$ cat src/rtl/dmem_arbiter_if.sv
// Handshake/bus bundle between the two requesters, the data memory and dmem_arbiter.
// slave = arbiter side, master = requester/memory side.
interface dmem_arbiter_if #(
   parameter int unsigned AW = 64,
   parameter int unsigned DW = 64
);
   logic          req0, req1;
   logic          rd0, rd1;
   logic          wr0, wr1;
   logic [AW-1:0] addr0, addr1;
   logic [DW-1:0] wdata0, wdata1;
   logic          ack0, ack1;
   logic [DW-1:0] rsp_rdata;
   logic          rsp_err;
   logic          gnt_id;
   logic          busy;
   logic [AW-1:0] mem_addr;
   logic [DW-1:0] mem_wdata;
   logic          mem_read;
   logic          mem_write;
   logic [DW-1:0] mem_rdata;

   modport slave (
      input  req0, req1, rd0, rd1, wr0, wr1, addr0, addr1, wdata0, wdata1, mem_rdata,
      output ack0, ack1, rsp_rdata, rsp_err, gnt_id, busy,
             mem_addr, mem_wdata, mem_read, mem_write
   );

   modport master (
      output req0, req1, rd0, rd1, wr0, wr1, addr0, addr1, wdata0, wdata1, mem_rdata,
      input  ack0, ack1, rsp_rdata, rsp_err, gnt_id, busy,
             mem_addr, mem_wdata, mem_read, mem_write
   );
endinterface

$ cat src/rtl/dmem_arbiter.sv
// Two-requester arbiter/sequencer for the 32x32-word data memory; fixed IDLE->ISSUE->RESP service.
// Define ARB_FIXED_PRIO_EN for fixed priority to requester 0 (default: round-robin).
module dmem_arbiter #(
   parameter int unsigned AW      = 64,
   parameter int unsigned DW      = 64,
   parameter int unsigned IDX_MAX = 31
) (
   input logic            clk,
   input logic            rst,
   dmem_arbiter_if.slave  bus
);
   localparam int unsigned     HW      = AW / 2;
   localparam logic [HW-1:0]   IDX_LIM = HW'(IDX_MAX);

   localparam logic [1:0] ST_IDLE  = 2'd0;
   localparam logic [1:0] ST_ISSUE = 2'd1;
   localparam logic [1:0] ST_RESP  = 2'd2;

   logic [1:0]    state_q, state_d;
   logic          ack0_q, ack0_d, ack1_q, ack1_d;
   logic [DW-1:0] rdata_q, rdata_d;
   logic          err_q, err_d;
   logic          gnt_q, gnt_d;
   logic          last_q, last_d;
   logic [AW-1:0] maddr_q, maddr_d;
   logic [DW-1:0] mwdata_q, mwdata_d;
   logic          mread_q, mread_d, mwrite_q, mwrite_d;
   logic          op_rd_q, op_rd_d, op_err_q, op_err_d;

   logic          req0_eff, req1_eff, win;
   logic          sel_rd, sel_wr, oor;
   logic [AW-1:0] sel_addr;
   logic [DW-1:0] sel_wdata;

   // A requester being acked this cycle is still holding its old request; keep it out of arbitration.
   assign req0_eff = bus.req0 & ~ack0_q;
   assign req1_eff = bus.req1 & ~ack1_q;

`ifdef ARB_FIXED_PRIO_EN
   assign win = ~req0_eff;
`else
   assign win = (req0_eff & req1_eff) ? ~last_q : req1_eff;
`endif

   assign sel_addr  = win ? bus.addr1  : bus.addr0;
   assign sel_wdata = win ? bus.wdata1 : bus.wdata0;
   assign sel_rd    = win ? bus.rd1    : bus.rd0;
   assign sel_wr    = win ? bus.wr1    : bus.wr0;
   assign oor       = (sel_addr[AW-1:HW] > IDX_LIM) || (sel_addr[HW-1:0] > IDX_LIM);

   always_comb begin
      state_d  = state_q;
      ack0_d   = 1'b0;
      ack1_d   = 1'b0;
      rdata_d  = rdata_q;
      err_d    = err_q;
      gnt_d    = gnt_q;
      last_d   = last_q;
      maddr_d  = maddr_q;
      mwdata_d = mwdata_q;
      mread_d  = mread_q;
      mwrite_d = mwrite_q;
      op_rd_d  = op_rd_q;
      op_err_d = op_err_q;
      case (state_q)
         ST_IDLE: begin
            if (req0_eff | req1_eff) begin
               state_d  = ST_ISSUE;
               gnt_d    = win;
               last_d   = win;
               maddr_d  = sel_addr;
               mwdata_d = sel_wdata;
               mwrite_d = sel_wr & ~oor;
               mread_d  = sel_rd & ~sel_wr & ~oor;
               op_rd_d  = sel_rd & ~sel_wr & ~oor;
               op_err_d = oor;
            end
         end
         ST_ISSUE: begin
            mread_d  = 1'b0;
            mwrite_d = 1'b0;
            state_d  = ST_RESP;
         end
         ST_RESP: begin
            rdata_d = op_rd_q ? bus.mem_rdata : '0;
            err_d   = op_err_q;
            ack0_d  = ~gnt_q;
            ack1_d  = gnt_q;
            state_d = ST_IDLE;
         end
         default: state_d = ST_IDLE;
      endcase
   end

   always_ff @(posedge clk or posedge rst) begin
      if (rst) begin
         state_q  <= ST_IDLE;
         ack0_q   <= 1'b0;
         ack1_q   <= 1'b0;
         rdata_q  <= '0;
         err_q    <= 1'b0;
         gnt_q    <= 1'b0;
         last_q   <= 1'b1;
         maddr_q  <= '0;
         mwdata_q <= '0;
         mread_q  <= 1'b0;
         mwrite_q <= 1'b0;
         op_rd_q  <= 1'b0;
         op_err_q <= 1'b0;
      end else begin
         state_q  <= state_d;
         ack0_q   <= ack0_d;
         ack1_q   <= ack1_d;
         rdata_q  <= rdata_d;
         err_q    <= err_d;
         gnt_q    <= gnt_d;
         last_q   <= last_d;
         maddr_q  <= maddr_d;
         mwdata_q <= mwdata_d;
         mread_q  <= mread_d;
         mwrite_q <= mwrite_d;
         op_rd_q  <= op_rd_d;
         op_err_q <= op_err_d;
      end
   end

   assign bus.ack0      = ack0_q;
   assign bus.ack1      = ack1_q;
   assign bus.rsp_rdata = rdata_q;
   assign bus.rsp_err   = err_q;
   assign bus.gnt_id    = gnt_q;
   assign bus.busy      = (state_q != ST_IDLE);
   assign bus.mem_addr  = maddr_q;
   assign bus.mem_wdata = mwdata_q;
   assign bus.mem_read  = mread_q;
   assign bus.mem_write = mwrite_q;
endmodule
$ cat src/flat_wrapper.sv
// flat-port wrapper written by rule: the top's interface ports become plain ports
module dmem_arbiter_flat 
#(
   parameter int unsigned AW      = 64,
   parameter int unsigned DW      = 64,
   parameter int unsigned IDX_MAX = 31
)
  (clk, rst, bus_req0, bus_req1, bus_rd0, bus_rd1, bus_wr0, bus_wr1, bus_addr0, bus_addr1, bus_wdata0, bus_wdata1, bus_mem_rdata, bus_ack0, bus_ack1, bus_rsp_rdata, bus_rsp_err, bus_gnt_id, bus_busy, bus_mem_addr, bus_mem_wdata, bus_mem_read, bus_mem_write);
  dmem_arbiter_if #(.AW(AW), .DW(DW)) bus_i ();
  input logic clk;
  input logic rst;
  input wire logic [$bits(bus_i.req0)-1:0] bus_req0;
  input wire logic [$bits(bus_i.req1)-1:0] bus_req1;
  input wire logic [$bits(bus_i.rd0)-1:0] bus_rd0;
  input wire logic [$bits(bus_i.rd1)-1:0] bus_rd1;
  input wire logic [$bits(bus_i.wr0)-1:0] bus_wr0;
  input wire logic [$bits(bus_i.wr1)-1:0] bus_wr1;
  input wire logic [$bits(bus_i.addr0)-1:0] bus_addr0;
  input wire logic [$bits(bus_i.addr1)-1:0] bus_addr1;
  input wire logic [$bits(bus_i.wdata0)-1:0] bus_wdata0;
  input wire logic [$bits(bus_i.wdata1)-1:0] bus_wdata1;
  input wire logic [$bits(bus_i.mem_rdata)-1:0] bus_mem_rdata;
  output wire logic [$bits(bus_i.ack0)-1:0] bus_ack0;
  output wire logic [$bits(bus_i.ack1)-1:0] bus_ack1;
  output wire logic [$bits(bus_i.rsp_rdata)-1:0] bus_rsp_rdata;
  output wire logic [$bits(bus_i.rsp_err)-1:0] bus_rsp_err;
  output wire logic [$bits(bus_i.gnt_id)-1:0] bus_gnt_id;
  output wire logic [$bits(bus_i.busy)-1:0] bus_busy;
  output wire logic [$bits(bus_i.mem_addr)-1:0] bus_mem_addr;
  output wire logic [$bits(bus_i.mem_wdata)-1:0] bus_mem_wdata;
  output wire logic [$bits(bus_i.mem_read)-1:0] bus_mem_read;
  output wire logic [$bits(bus_i.mem_write)-1:0] bus_mem_write;
  assign bus_i.req0 = bus_req0;
  assign bus_i.req1 = bus_req1;
  assign bus_i.rd0 = bus_rd0;
  assign bus_i.rd1 = bus_rd1;
  assign bus_i.wr0 = bus_wr0;
  assign bus_i.wr1 = bus_wr1;
  assign bus_i.addr0 = bus_addr0;
  assign bus_i.addr1 = bus_addr1;
  assign bus_i.wdata0 = bus_wdata0;
  assign bus_i.wdata1 = bus_wdata1;
  assign bus_i.mem_rdata = bus_mem_rdata;
  assign bus_ack0 = bus_i.ack0;
  assign bus_ack1 = bus_i.ack1;
  assign bus_rsp_rdata = bus_i.rsp_rdata;
  assign bus_rsp_err = bus_i.rsp_err;
  assign bus_gnt_id = bus_i.gnt_id;
  assign bus_busy = bus_i.busy;
  assign bus_mem_addr = bus_i.mem_addr;
  assign bus_mem_wdata = bus_i.mem_wdata;
  assign bus_mem_read = bus_i.mem_read;
  assign bus_mem_write = bus_i.mem_write;
  dmem_arbiter #(.AW(AW), .DW(DW), .IDX_MAX(IDX_MAX)) u_core (.clk(clk), .rst(rst), .bus(bus_i));
endmodule
$ cat config.mk
export PLATFORM = sky130hd
export DESIGN_NAME = dmem_arbiter_flat
export DESIGN_NICKNAME = d
export VERILOG_FILES = /design/src/rtl/dmem_arbiter_if.sv /design/src/rtl/dmem_arbiter.sv /design/src/flat_wrapper.sv
export SDC_FILE = /design/constraint.sdc
export NUM_CORES = 1
export LEC_CHECK = 0
export ABC_AREA = 1
export CORE_AREA = 2 2 208 210
export CTS_CLUSTER_SIZE = 28
export DETAILED_ROUTE_END_ITERATION = 8
export DIE_AREA = 0 0 210 212
export GPL_TIMING_DRIVEN = 0
export SYNTH_ARGS = -nofsm -noshare
export SYNTH_HDL_FRONTEND = slang
export SYNTH_SLANG_ARGS = --single-unit
$ cat constraint.sdc
create_clock -name clk -period 13.5 [get_ports clk]
set_input_delay 2.025 -clock clk [delete_from_list [all_inputs] [get_ports clk]]
set_output_delay 2.025 -clock clk [all_outputs]
set_load 0.05 [all_outputs]
==> results of run 1 <==
## final timing paths
path | endpoint | slack [ns] | cells after the start
max reg2reg | u_core.op_err_q | 10.94 | 12
max | bus_busy | 9.47 | 3
max in group asynchronous | u_core.bus.mem_addr[29] | 10.48 | 3
min in group asynchronous | u_core.bus.rsp_rdata[15] | 1.97 | 2
min | u_core.bus.ack0 | 0.46 | 1
min reg2reg | u_core.bus.ack0 | 0.46 | 1
## final cells by class
cell class / count / share of cell area, %
clock inverter: 9 / 0.6171
clock buffer: 39 / 4.875
sequential: 203 / 31.72
buffer: 80 / 2.258
tap: 546 / 4.265
inverter: 14 / 0.3750
multi-input combinational: 843 / 22.84
timing repair buffer: 527 / 33.04
## metal layers
layer  part of all wire, %  track usage, %
met5                     0               0
met1                    41           23.11
met3                   8.7           4.934
met2                    48           31.71
met4                   2.3           5.087
## through the flow
step                setup slack [ns]  power (mW)
floorplan                      5.938       2.225
global placement               2.594       3.041
detailed placement             8.788       3.056
CTS                            9.344       3.788
global route                   9.262       3.957
finish                         9.475       3.754
## registers in the layout, indices dropped and copies added, names as in the netlist
| register | cells |
|---|---|
| u_core.bus.ack1 | 1 |
| u_core.op_rd_q | 1 |
| u_core.bus.mem_write | 1 |
| u_core.bus.rsp_rdata | 64 |
| u_core.bus.mem_wdata | 64 |
| u_core.bus.mem_read | 1 |
| u_core.bus.rsp_err | 1 |
| u_core.last_q | 1 |
| u_core.bus.mem_addr | 64 |
| u_core.state_q | 2 |
| u_core.bus.ack0 | 1 |
| u_core.op_err_q | 1 |
| u_core.bus.gnt_id | 1 |
## cells in the final DEF (no fill, tap or decap), drive strengths merged
cell type / instances
dfrtp: 202
a31oi: 50
nand4: 1
a21oi: 149
dfstp: 1
mux2i: 1
clkinv: 7
nor2: 166
buf: 45
nand2: 357
clkdlybuf4s50: 526
o21ai: 8
bufinv: 2
nand3: 111
inv: 14
clkbuf: 75
## cell usage after synthesis (2+ instances only)
library cell	number	area [µm²]
sky130_fd_sc_hd__clkbuf_1	36	135.1
sky130_fd_sc_hd__buf_1	22	82.58
sky130_fd_sc_hd__buf_2	16	80.08
sky130_fd_sc_hd__dfrtp_1	202	5055
sky130_fd_sc_hd__a21oi_1	149	745.7
sky130_fd_sc_hd__nor2_1	163	611.8
sky130_fd_sc_hd__buf_6	5	56.30
sky130_fd_sc_hd__o21ai_0	6	30.03
sky130_fd_sc_hd__a31oi_1	50	312.8
sky130_fd_sc_hd__o21ai_1	2	10.01
sky130_fd_sc_hd__nor2_2	2	12.51
sky130_fd_sc_hd__nand3_1	110	550.5
sky130_fd_sc_hd__inv_2	2	7.510
sky130_fd_sc_hd__inv_1	12	45.04
sky130_fd_sc_hd__nand2_1	356	1336
## cell families (layout without fill, tap and decap cells)
logic type,Yosys count,after routing
buf+inv,94,669
simple gates,635,635
flops,203,203
compound gates,207,207
mux,1,1
## critical path, stage by stage, from the launching register on
cell	delay (ns)
sky130_fd_sc_hd__dfrtp_1	0.39
sky130_fd_sc_hd__nor2_1	0.26
sky130_fd_sc_hd__inv_1	0.07
sky130_fd_sc_hd__clkdlybuf4s50_1	0.74
## power groups by stage
stage               clock [mW]  sequential [mW]  combinational (mW)
floorplan                    0             1.63               0.598
global placement             0            0.942                2.10
detailed placement           0            0.946                2.11
CTS                      0.732            0.940                2.12
global route             0.760            0.965                2.23
finish                   0.715            0.942                2.10
==> results.md, run 1 <==
- The flow ran to the end, and the final reports show no timing, DRC or antenna violations.
- The post-route standard cell area excluding fillers is 16020 µm².
- The CTS tree is done.
- The worst hold margin is 0.4617 ns.
- The count of vias placed by the detailed router is 10300.
- Synthesis produced 1140 cells.
- The die is 210 µm wide.
- For the finished layout, the period the worst path requires is 4.025 ns.
- The final layout contains routed wiring with a total length of 42.95 mm.
- The clock skew after layout is 0.01026 ns.
- The first global-routing pass estimated 63.49 mm of wire.
- The worst register-to-register path begins at u_core.last_q.
- The HPWL reported at the end of detailed placement is 33.26 mm.
- The cell internal power dissipation is 1.910 mW.
- The average instance in the mapped netlist occupies 8.030 µm².
- The top achievable clock speed is 248.4 MHz.
- The register clock-pin slew on the reported worst setup and hold paths is 0.06 ns.
- Summing the areas of all compound-gate instances in the mapped netlist gives 12.00% of the synthesized area.
- 0 antenna diodes ended up in the layout.
- The number of placement rows is 76.
- The basic-gate share of the synthesized area counting and, or, nand and nor cells is 27.86%.
- The type of origin of the critical path is a flip-flop.
- The finished layout holds 2261 standard cells, fillers aside.
- The Yosys step of the flow raised 0 warnings.
- Entering global routing, the biggest net connects 110 pins.
- The data arrival at the endpoint of the critical path is 2.00 ns.
- The share of power burned in registers is 25.1%.
- The worst slew margin relative to its limit is 48.22%.
- The sum of overflow across all layers after global routing is 0.
- The netlist area before placement is 9154 µm².
- The leakage power is 7.013 nW.
- After detailed routing, the number of vias per cell comes to 4.557.
- The total of flip-flops plus latches after synthesis is 203.
- The final total negative setup slack is 0 ns.
- The first-pass iteration count of the detailed router is 6.
- The kind of critical path is flip-flop to primary output.
- The portion of total power attributed to combinational logic is 55.8%.
- The number of antenna violations at the first check in global routing is 0.
- The fraction of the mapped netlist area in adder cells is 0%.
- The number of nets at the end of the flow is 2023.
- The worst hold path belongs to the class flip-flop to flip-flop.
- The library cell used as clock root buffer is sky130_fd_sc_hd__clkbuf_16.
- The number of setup buffers added after CTS is 0.
- Counting the buffers created by CTS gives 26.
- Summing all placed instances gives a cell area of 15140 µm².
- The number of distinct standard cells referenced by the synthesized netlist is 22.
- The number of input and output port buffers inserted is 526.
- The largest family of logic cells by synthesized area is simple AND/OR/NAND/NOR gates.
- Across the VDD grid, the largest voltage drop is 0.1350 mV.
- Setup repair after global routing left no endpoint under its margin.
- The synthesis-to-finish area growth is 74.97%.
- In this run, post-CTS repair resized a total of 0 instances.
- The clock network burns 19.1% of the power.
- Across the run, the number of max-cap violations was 0.
- The number of top-level pins is 527.
- At the later pin of the worst-skew pair, clock insertion delay measures 0.55 ns.
- The via count of the first global-routing pass is 10550.
- The final number of hold-violating endpoints was 0.
- The xor-xnor portion of the synthesized cell area is 0%.
- For this block, the initial DRC count from the detailed router was 677.
- In this run the number of H-tree levels came out at 1.
- The total track usage is 18.55%.
- In the routed design, unresolved DRC markers number 0.
- The launch point of the worst path is u_core.state_q[0].
- The share of the cycle needed by the critical path after routing is 29.82%.
- The async set-reset flop share out of synthesis is 100.0%.
- For this run, the register share of the synthesized area comes to 55.51%.
- The detail route stage leaves a number of antenna-violating nets equal to 0.
- The number of cells in the design after placement is 2213.
- At the end of routability-driven placement, the weighted congestion stood at 0.8815.
- At the pin with the least slew margin, the transition time is 0.7766 ns.
- STA puts the critical path data required time at 11.48 ns.
- The fraction of power spent switching nets is 49.12%.
- In the final routed layout, each cell accounts on average for 19.00 µm.
- The number of setup violations in the final report is 0.
- After synthesis, the share of cell area in mux cells is 0.1093%.
- The maximum net fanout on the critical path is 3.
- The clock drives 203 sinks.
- The total power divided by cell area is 234.4 nW/µm².
- The sort of element at the end of the critical path is a primary output.
- The number of filler instances in the final layout is 4347.
- The final number of max-transition violations is 0.
- The main flop type after synthesis is sky130_fd_sc_hd__dfrtp_1.
- Summing all multi-input logic gate instances after layout gives 3659 µm².
- The post-route netlist has 4.315% of its cells at a drive strength greater than 1.
- The area of the placeable core is 42510 µm².
- The post-synthesis net count is 1468.
- The initial utilization of the core area, before any placement, comes to 21.54%.
- The number of synthesized flops with an enable pin is 0.
- The quantity of hold-fixing buffers added after cts is 0.
- The overall die height is 212 µm.
- The area of the die is 44520 µm².
- The number of buffers on the longest clock path is 3.
- The startpoint identified for the worst hold timing path is u_core.bus.gnt_id.
- The utilization after layout is 37.68%.
- The switching power is 1.844 mW.
- Across the whole layout, storage elements account for 5081 µm².
(Power assumes the default switching activity.)
==> run 2: changes to the inputs <==
--- a/config.mk
+++ b/config.mk
@@ -6,10 +6,10 @@
 export NUM_CORES = 1
 export LEC_CHECK = 0
 export ABC_AREA = 1
-export CORE_AREA = 2 2 208 210
+export CORE_AREA = 2 2 203 205
 export CTS_CLUSTER_SIZE = 28
 export DETAILED_ROUTE_END_ITERATION = 8
-export DIE_AREA = 0 0 210 212
+export DIE_AREA = 0 0 205 207
 export GPL_TIMING_DRIVEN = 0
 export SYNTH_ARGS = -nofsm -noshare
 export SYNTH_HDL_FRONTEND = slang
==> constraint.sdc (replaced) <==
create_clock -name clk -period 4.2 [get_ports clk]
set_input_delay 0.63 -clock clk [delete_from_list [all_inputs] [get_ports clk]]
set_output_delay 0.63 -clock clk [all_outputs]
set_load 0.05 [all_outputs]
==> run 2 against run 1 <==
  * Sequential share of layout area about the same
  * Worst hold slack improved by 0.011 ns
  * Total power increased to 3.2 times the previous value
  * Combinational power increased to 3.2 times the previous value
  * Cell area about the same
  * Critical path type unchanged
==> results.md, run 2 (synthesis gave the netlist of run 1 again) <==
- The via count of the first global-routing pass was 10300.
- The total overflow left after global routing is 0.
- The worst setup path is launched from a flip-flop.
- In this run the clock root is driven by a sky130_fd_sc_hd__clkbuf_16.
- The tightest hold path in the finished design has a slack of 0.4727 ns.
- After clock tree synthesis, the setup repair step added 0 buffers.
- The share of final-layout standard cells stronger than drive strength 1 is 4.378%.
- Across the whole layout, storage elements account for 5081 µm².
- The remaining design rule violation count is 0.
- The quantity of hold-fixing buffers added after cts is 0.
- In this run the remaining antenna-violating nets after routing total 0.
- The sort of element at the end of the critical path is a primary output.
- After layout, the minimum clock period comes to 2.724 ns.
- Setup violations remaining at the end of the flow were counted as 0.
- At the pin with the least slew margin, the transition time is 0.7153 ns.
- The pin count of the biggest net entering global routing is 39.
- The data arrival at the endpoint of the critical path is 2.09 ns.
- VDD sags by at most 0.4864 mV.
- The HPWL reported at the end of detailed placement is 33.12 mm.
- Counting every sink on the clock net gives 203.
- The initial utilization of the core area, before any placement, comes to 22.68%.
- The die is 205 µm wide.
- In this run, CTS created clock tree buffers numbering 25.
- On the final layout, the worst clock skew is 0.02599 ns.
- In this run the number of H-tree levels came out at 1.
- The class of the tightest hold or removal check is flip-flop to flip-flop.
- Gates resized during post-CTS repair numbered 0.
- The number of violations reported at the end of detailed-routing iteration 0 is 613.
- The critical path in this run is classified as flip-flop to primary output.
- The library cells used most frequently in the layout, excluding fill and tap cells, are 526 x sky130_fd_sc_hd__clkdlybuf4s50_1, 356 x sky130_fd_sc_hd__nand2_1, 202 x sky130_fd_sc_hd__dfrtp_1, 163 x sky130_fd_sc_hd__nor2_1, 149 x sky130_fd_sc_hd__a21oi_1.
- Max-cap violations in this run came to 0.
- The number of antenna violations at the first check in global routing is 0.
- The count of vias placed by the detailed router is 10200.
- The number of top-level pins is 527.
- The area growth from synthesis to layout is 75.08%.
- The commonest non-fill, non-tap cell in the layout is sky130_fd_sc_hd__clkdlybuf4s50_1.
- The area of the placeable core is 40370 µm².
- The final number of hold-violating endpoints came to 0.
- The number of buffers on the longest clock path is 3.
- The number of input and output port buffers inserted is 526.
- The run finished with clean final reports.
- The share of the cycle needed by the critical path after routing is 64.86%.
- The pre-CTS setup slack is 0.9554 ns.
- The worst slew margin relative to its limit is 52.31%.
- The number of filler instances in the final layout is 4089.
- The CTS tree is done.
- The area of the multi-input gates is 3659 µm².
- Of all nets on the critical path, the largest fanout is 3.
- Setup repair after global routing left no endpoint under its margin.
- The number of nets at the end of the flow is 2026.
- The top achievable clock speed is 367.1 MHz.
- The antenna diode instance count is 0.
- The die is 207 µm tall.
- The number of placement rows is 74.
- The first-pass iteration count of the detailed router is 5.
- The via count normalized by instance count is 4.545.
- The leakage power is 7.020 nW.
- The final number of max-transition violations is 0.
- Dividing the detail-routed wire length by the instance count gives 18.91 µm.
- The first global-routing pass estimated 62.35 mm of wire.
- Routability-driven placement finished with a final weighted congestion of 0.8572.
- The smallest setup slack after layout is 1.476 ns.
- Clock-pin slew was measured on the worst setup and hold paths at 0.06 ns.
- The clock latency on the worst-skew pair is 0.55 ns.
- The wire length after detailed routing is 42.46 mm.
- Dividing total power by cell area gives a power density of 750.4 nW/µm².
- The area of the die is 42440 µm².
- Global routing consumed, over all layers together, 19.16% of the routing resources.
- At the worst endpoint, the required time is 3.57 ns.
-- run 2: cell count changes in the layout (fill, tap and decap cells not counted), sizes merged --
cell / before / now
clkbuf: 75 / 70
buf: 45 / 49
clkinv: 7 / 4
bufinv: 2 / 3
clkinvlp: 0 / 1
-- run 2: cell type report --
cell class              count  share of cell area, %
repair buffers            531                  33.48
flip-flops and latches    203                  31.70
multi-input cells         843                  22.83
clock buffers              34                  4.489
well taps                 532                  4.153
plain buffers              80                  2.256
clock inverters             8                 0.7417
inverters                  14                 0.3513
-- run 2: power by group --
part           switching, mW  total, mW  internal, mW
registers              0.402       3.05          2.64
logic                   4.62       6.72          2.10
clock network          0.891       2.26          1.37
total                   5.91       12.0          6.12
-- run 2: routing by layer --
metal	routed length, µm	track usage, %
met1	17500	23.96
met2	19960	31.94
met4	1431	6.847
met3	3569	4.704
met5	0	0
-- run 2: worst max-delay path, cell delays in order (launching register included) --
cell and delay [ns]:
sky130_fd_sc_hd__dfrtp_1 0.39, sky130_fd_sc_hd__nor2_1 0.33, sky130_fd_sc_hd__inv_1 0.08, sky130_fd_sc_hd__clkdlybuf4s50_1 0.75
-- run 2: path summary, 6_finish.rpt --
check / cells past startpoint / slack, ns / endpoint / startpoint
min: 2 / 0.47 / u_core.last_q / u_core.last_q
min in group asynchronous: 2 / 0.55 / u_core.bus.mem_addr[44] / rst
max reg2reg: 11 / 1.68 / u_core.op_rd_q / u_core.last_q
max: 3 / 1.48 / bus_busy / u_core.state_q[0]
max in group asynchronous: 4 / 2.73 / u_core.bus.mem_addr[4] / rst
min reg2reg: 2 / 0.47 / u_core.last_q / u_core.last_q
-- run 2: through the flow --
step | instance area [µm²] | instances | power [mW] | setup TNS [ns] | utilization (%)
final | 16030 | 2245 | 12.03 | 0 | 39.70
after CTS | 16030 | 2245 | 12.13 | 0 | 39.70
after detailed placement | 15190 | 2203 | 9.822 | 0 | 37.62
after global placement | 15090 | 2198 | 9.759 | -193.54 | 37.38
after global routing | 16030 | 2245 | 12.65 | 0 | 39.70
after floorplan | 9158 | 1140 | 7.152 | 0 | -
==> run 3: changes to the inputs <==
==> constraint.sdc (replaced) <==
create_clock -name clk -period 2.6 [get_ports clk]
set_input_delay 0.39 -clock clk [delete_from_list [all_inputs] [get_ports clk]]
set_output_delay 0.39 -clock clk [all_outputs]
set_load 0.05 [all_outputs]
==> run 3 against run 2 <==
  * Sequential cell count stayed put
  * Critical path depth is the same
  * Cell count is the same
  * Routed wire length decreased by 0.14%
  * Critical endpoint unchanged
  * Via count grew 0.17%
  * Clock skew is 0.0026 ns lower
  * Non-clock buffer count did not move
  * Highest routed layer unchanged
  * Die area stayed put
  * Utilization is essentially flat
  * First-iteration DRC count up 1.6%
  * Critical path type unchanged
  * Largest power group unchanged
  * Sequential share of layout area barely moved
  * Combinational power up 62%
==> results.md, run 3 (synthesis gave the netlist of run 1 again) <==
- Summed over all layers, the global routing overflow is 0.
- After detailed routing, the number of vias per cell comes to 4.552.
- Dividing the detail-routed wire length by the instance count gives 18.89 µm.
- The number of top-level pins is 527.
- Timing analysis after detailed placement gives a worst setup slack of -0.4046 ns.
- The area of the placeable core is 40370 µm².
- For the worst setup path, the data arrival time is 2.11 ns.
- Summed over all cells, the static leakage comes to 7.028 nW.
- The register clock-pin slew on the reported worst setup and hold paths is 0.06 ns.
- The worst setup path is captured at a primary output.
- STA puts the critical path data required time at 2.21 ns.
- Entering global routing, the biggest net connects 39 pins.
- Setup repair after global routing left no endpoint under its margin.
- Along the worst path, the maximum fanout reaches 3.
- The overall die height is 207 µm.
- Of the cells placed in the final design, the portion with a size suffix greater than 1 is 4.553%.
- The antenna diode instance count is 0.
- After detailed routing, the wire length on met1 is 17.43 mm.
- The minimum period implied by the final worst setup slack is 2.497 ns.
- The HPWL reported at the end of detailed placement is 33.12 mm.
- In the routed design, unresolved DRC markers number 0.
- The CTS tree is done.
- CTS saw 203 sinks.
- The library cell used as clock root buffer is sky130_fd_sc_hd__clkbuf_16.
- The number of setup violations in the final report is 0.
- The number of placement rows is 74.
- The final number of max-transition violations is 0.
- At the pin with the least slew margin, the transition time is 0.7090 ns.
- The worst setup path is of the flip-flop to primary output kind.
- The type of origin of the critical path is a flip-flop.
- Summed over all nets, wire length on met3 after detailed routing comes to 3.613 mm.
- For this block, the via count after detailed routing is 10220.
- The largest single stage delay on the critical path is 0.75 ns.
- Across the routed clock network, the largest skew measured is 0.02341 ns.
- The area of the die is 42440 µm².
- Routed signal wires occupy layers up through met4.
- The layout has 4090 filler cells.
- The total chip power is 19.43 mW.
- The total number of H-tree levels is 1.
- The number of buffers and inverters on the critical path is 2.
- The final number of hold-violating endpoints is 0.
- At the end of routability-driven placement, the weighted congestion stood at 0.8572.
- The worst-path cell with the longest stage delay is sky130_fd_sc_hd__clkdlybuf4s50_1.
- The run finished with clean final reports.
- The number of antenna violations at the first check in global routing is 0.
- The total of max-cap violations is 0.
- The number of nets at the end of the flow is 2026.
- The critical path goes through nor2_1, inv_1, clkdlybuf4s50_1.
- During placement, the flow inserted port buffers numbering 526.
- Power spread over the standard cell area amounts to 1212 nW/µm².
- Across the VDD grid, the largest voltage drop is 0.7860 mV.
- The worst slew margin relative to its limit is 52.73%.
- From left edge to right edge, the die measures 205 µm.
- The first-pass GRT wire length is 62.35 mm.
- The wire length after detailed routing is 42.40 mm.
- The clock latency on the worst-skew pair is 0.55 ns.
- Global routing used 19.16% of the available tracks.
- The top achievable clock speed is 400.5 MHz.
- The number of violations reported at the end of detailed-routing iteration 0 is 623.
- The via count of the first global-routing pass is 10300.
- The quantity of hold-fixing buffers added after cts is 0.
- The share of the cycle needed by the critical path after routing is 96.04%.
- The count of nets left with antenna violations once routing finished came out at 0.
- Relative to the synthesized area, the layout overhead comes to 75.21%.
- For this configuration, the core starts out at a cell density of 22.68%.
- The top cell types in the final layout, fill and taps aside, are 526 x sky130_fd_sc_hd__clkdlybuf4s50_1, 356 x sky130_fd_sc_hd__nand2_1, 202 x sky130_fd_sc_hd__dfrtp_1, 163 x sky130_fd_sc_hd__nor2_1, 149 x sky130_fd_sc_hd__a21oi_1.
- Grouping stages by cell kind, the critical path spends the most delay in buffers and inverters.
- In the post-route analysis, the smallest setup slack over all paths is 0.1029 ns.
- The first-pass iteration count of the detailed router is 5.
- In this run the deepest clock path goes through 3 buffers.
- The met2 layer wire length in the routed design is 19.91 mm.
- Post-CTS timing repair inserted 0 buffers for setup.
- In this run, CTS created clock tree buffers numbering 25.
- The commonest non-fill, non-tap cell in the layout is sky130_fd_sc_hd__clkdlybuf4s50_1.
- The class of the tightest hold or removal check is primary input to asynchronous set/reset pin.
==> run 3: cell counts in the layout (fill, tap and decap cells not counted) <==
No cell type changed its count.
==> run 3: layer usage <==
| metal | GRT usage, % | vias up |
|---|---|---|
| met4 | 6.847 | 0 |
| met3 | 4.704 | 82 |
| li1 | - | 4868 |
| met1 | 23.96 | 4805 |
| met5 | 0 | - |
| met2 | 31.94 | 465 |
==> run 3: per-stage QoR <==
stage	util, %	area [µm²]	TNS [ns]	instances	hold WS [ns]
2_1_floorplan	-	9158	-84.73	1140	0.4352
3_3_place_gp	37.38	15090	-500.94	2198	0.4495
3_5_place_dp	37.62	15190	-33.99	2203	0.4567
4_1_cts	39.70	16030	0	2245	0.3090
5_1_grt	39.73	16040	0	2245	0.3632
6_report	39.73	16040	0	2245	0.3073
==> run 3: path summary, 6_finish.rpt <==
check | startpoint | slack, ns | endpoint | depth (start not counted)
worst max-delay path | u_core.state_q[0] | 0.10 | bus_busy | 3
worst min-delay path | rst | 0.31 | u_core.bus.mem_addr[44] | 2
worst max register to register | u_core.bus.ack1 | 0.21 | u_core.bus.mem_addr[5] | 7
worst min register to register | u_core.state_q[1] | 0.48 | u_core.state_q[1] | 1
max in group asynchronous | rst | 1.37 | u_core.bus.mem_addr[4] | 4
min in group clk | bus_wdata1[13] | 0.39 | u_core.bus.mem_wdata[13] | 3
==> run 3: cell type report <==
type | instances | area (µm²) | share of cell area (%)
buffer | 80 | 365.4 | 2.278
clock buffer | 34 | 719.4 | 4.486
clock inverter | 8 | 118.9 | 0.7411
inverter | 14 | 56.30 | 0.3511
multi-input combinational | 843 | 3666 | 22.86
sequential | 203 | 5081 | 31.68
tap | 532 | 665.6 | 4.150
timing repair buffer | 531 | 5365 | 33.45
==> run 3: what timing repair did <==
item / CTS / global route
gates resized for setup: 1 / 5
setup endpoints to repair: 1 / 5
hold endpoints to repair: 0 / 0
==> run 3: power breakdown <==
group          leakage [nW]  internal, mW  switching [mW]  total, mW
registers              2.47          4.27           0.647       4.92
logic                  4.14          3.40            7.46       10.9
clock network         0.417          2.22            1.44       3.65
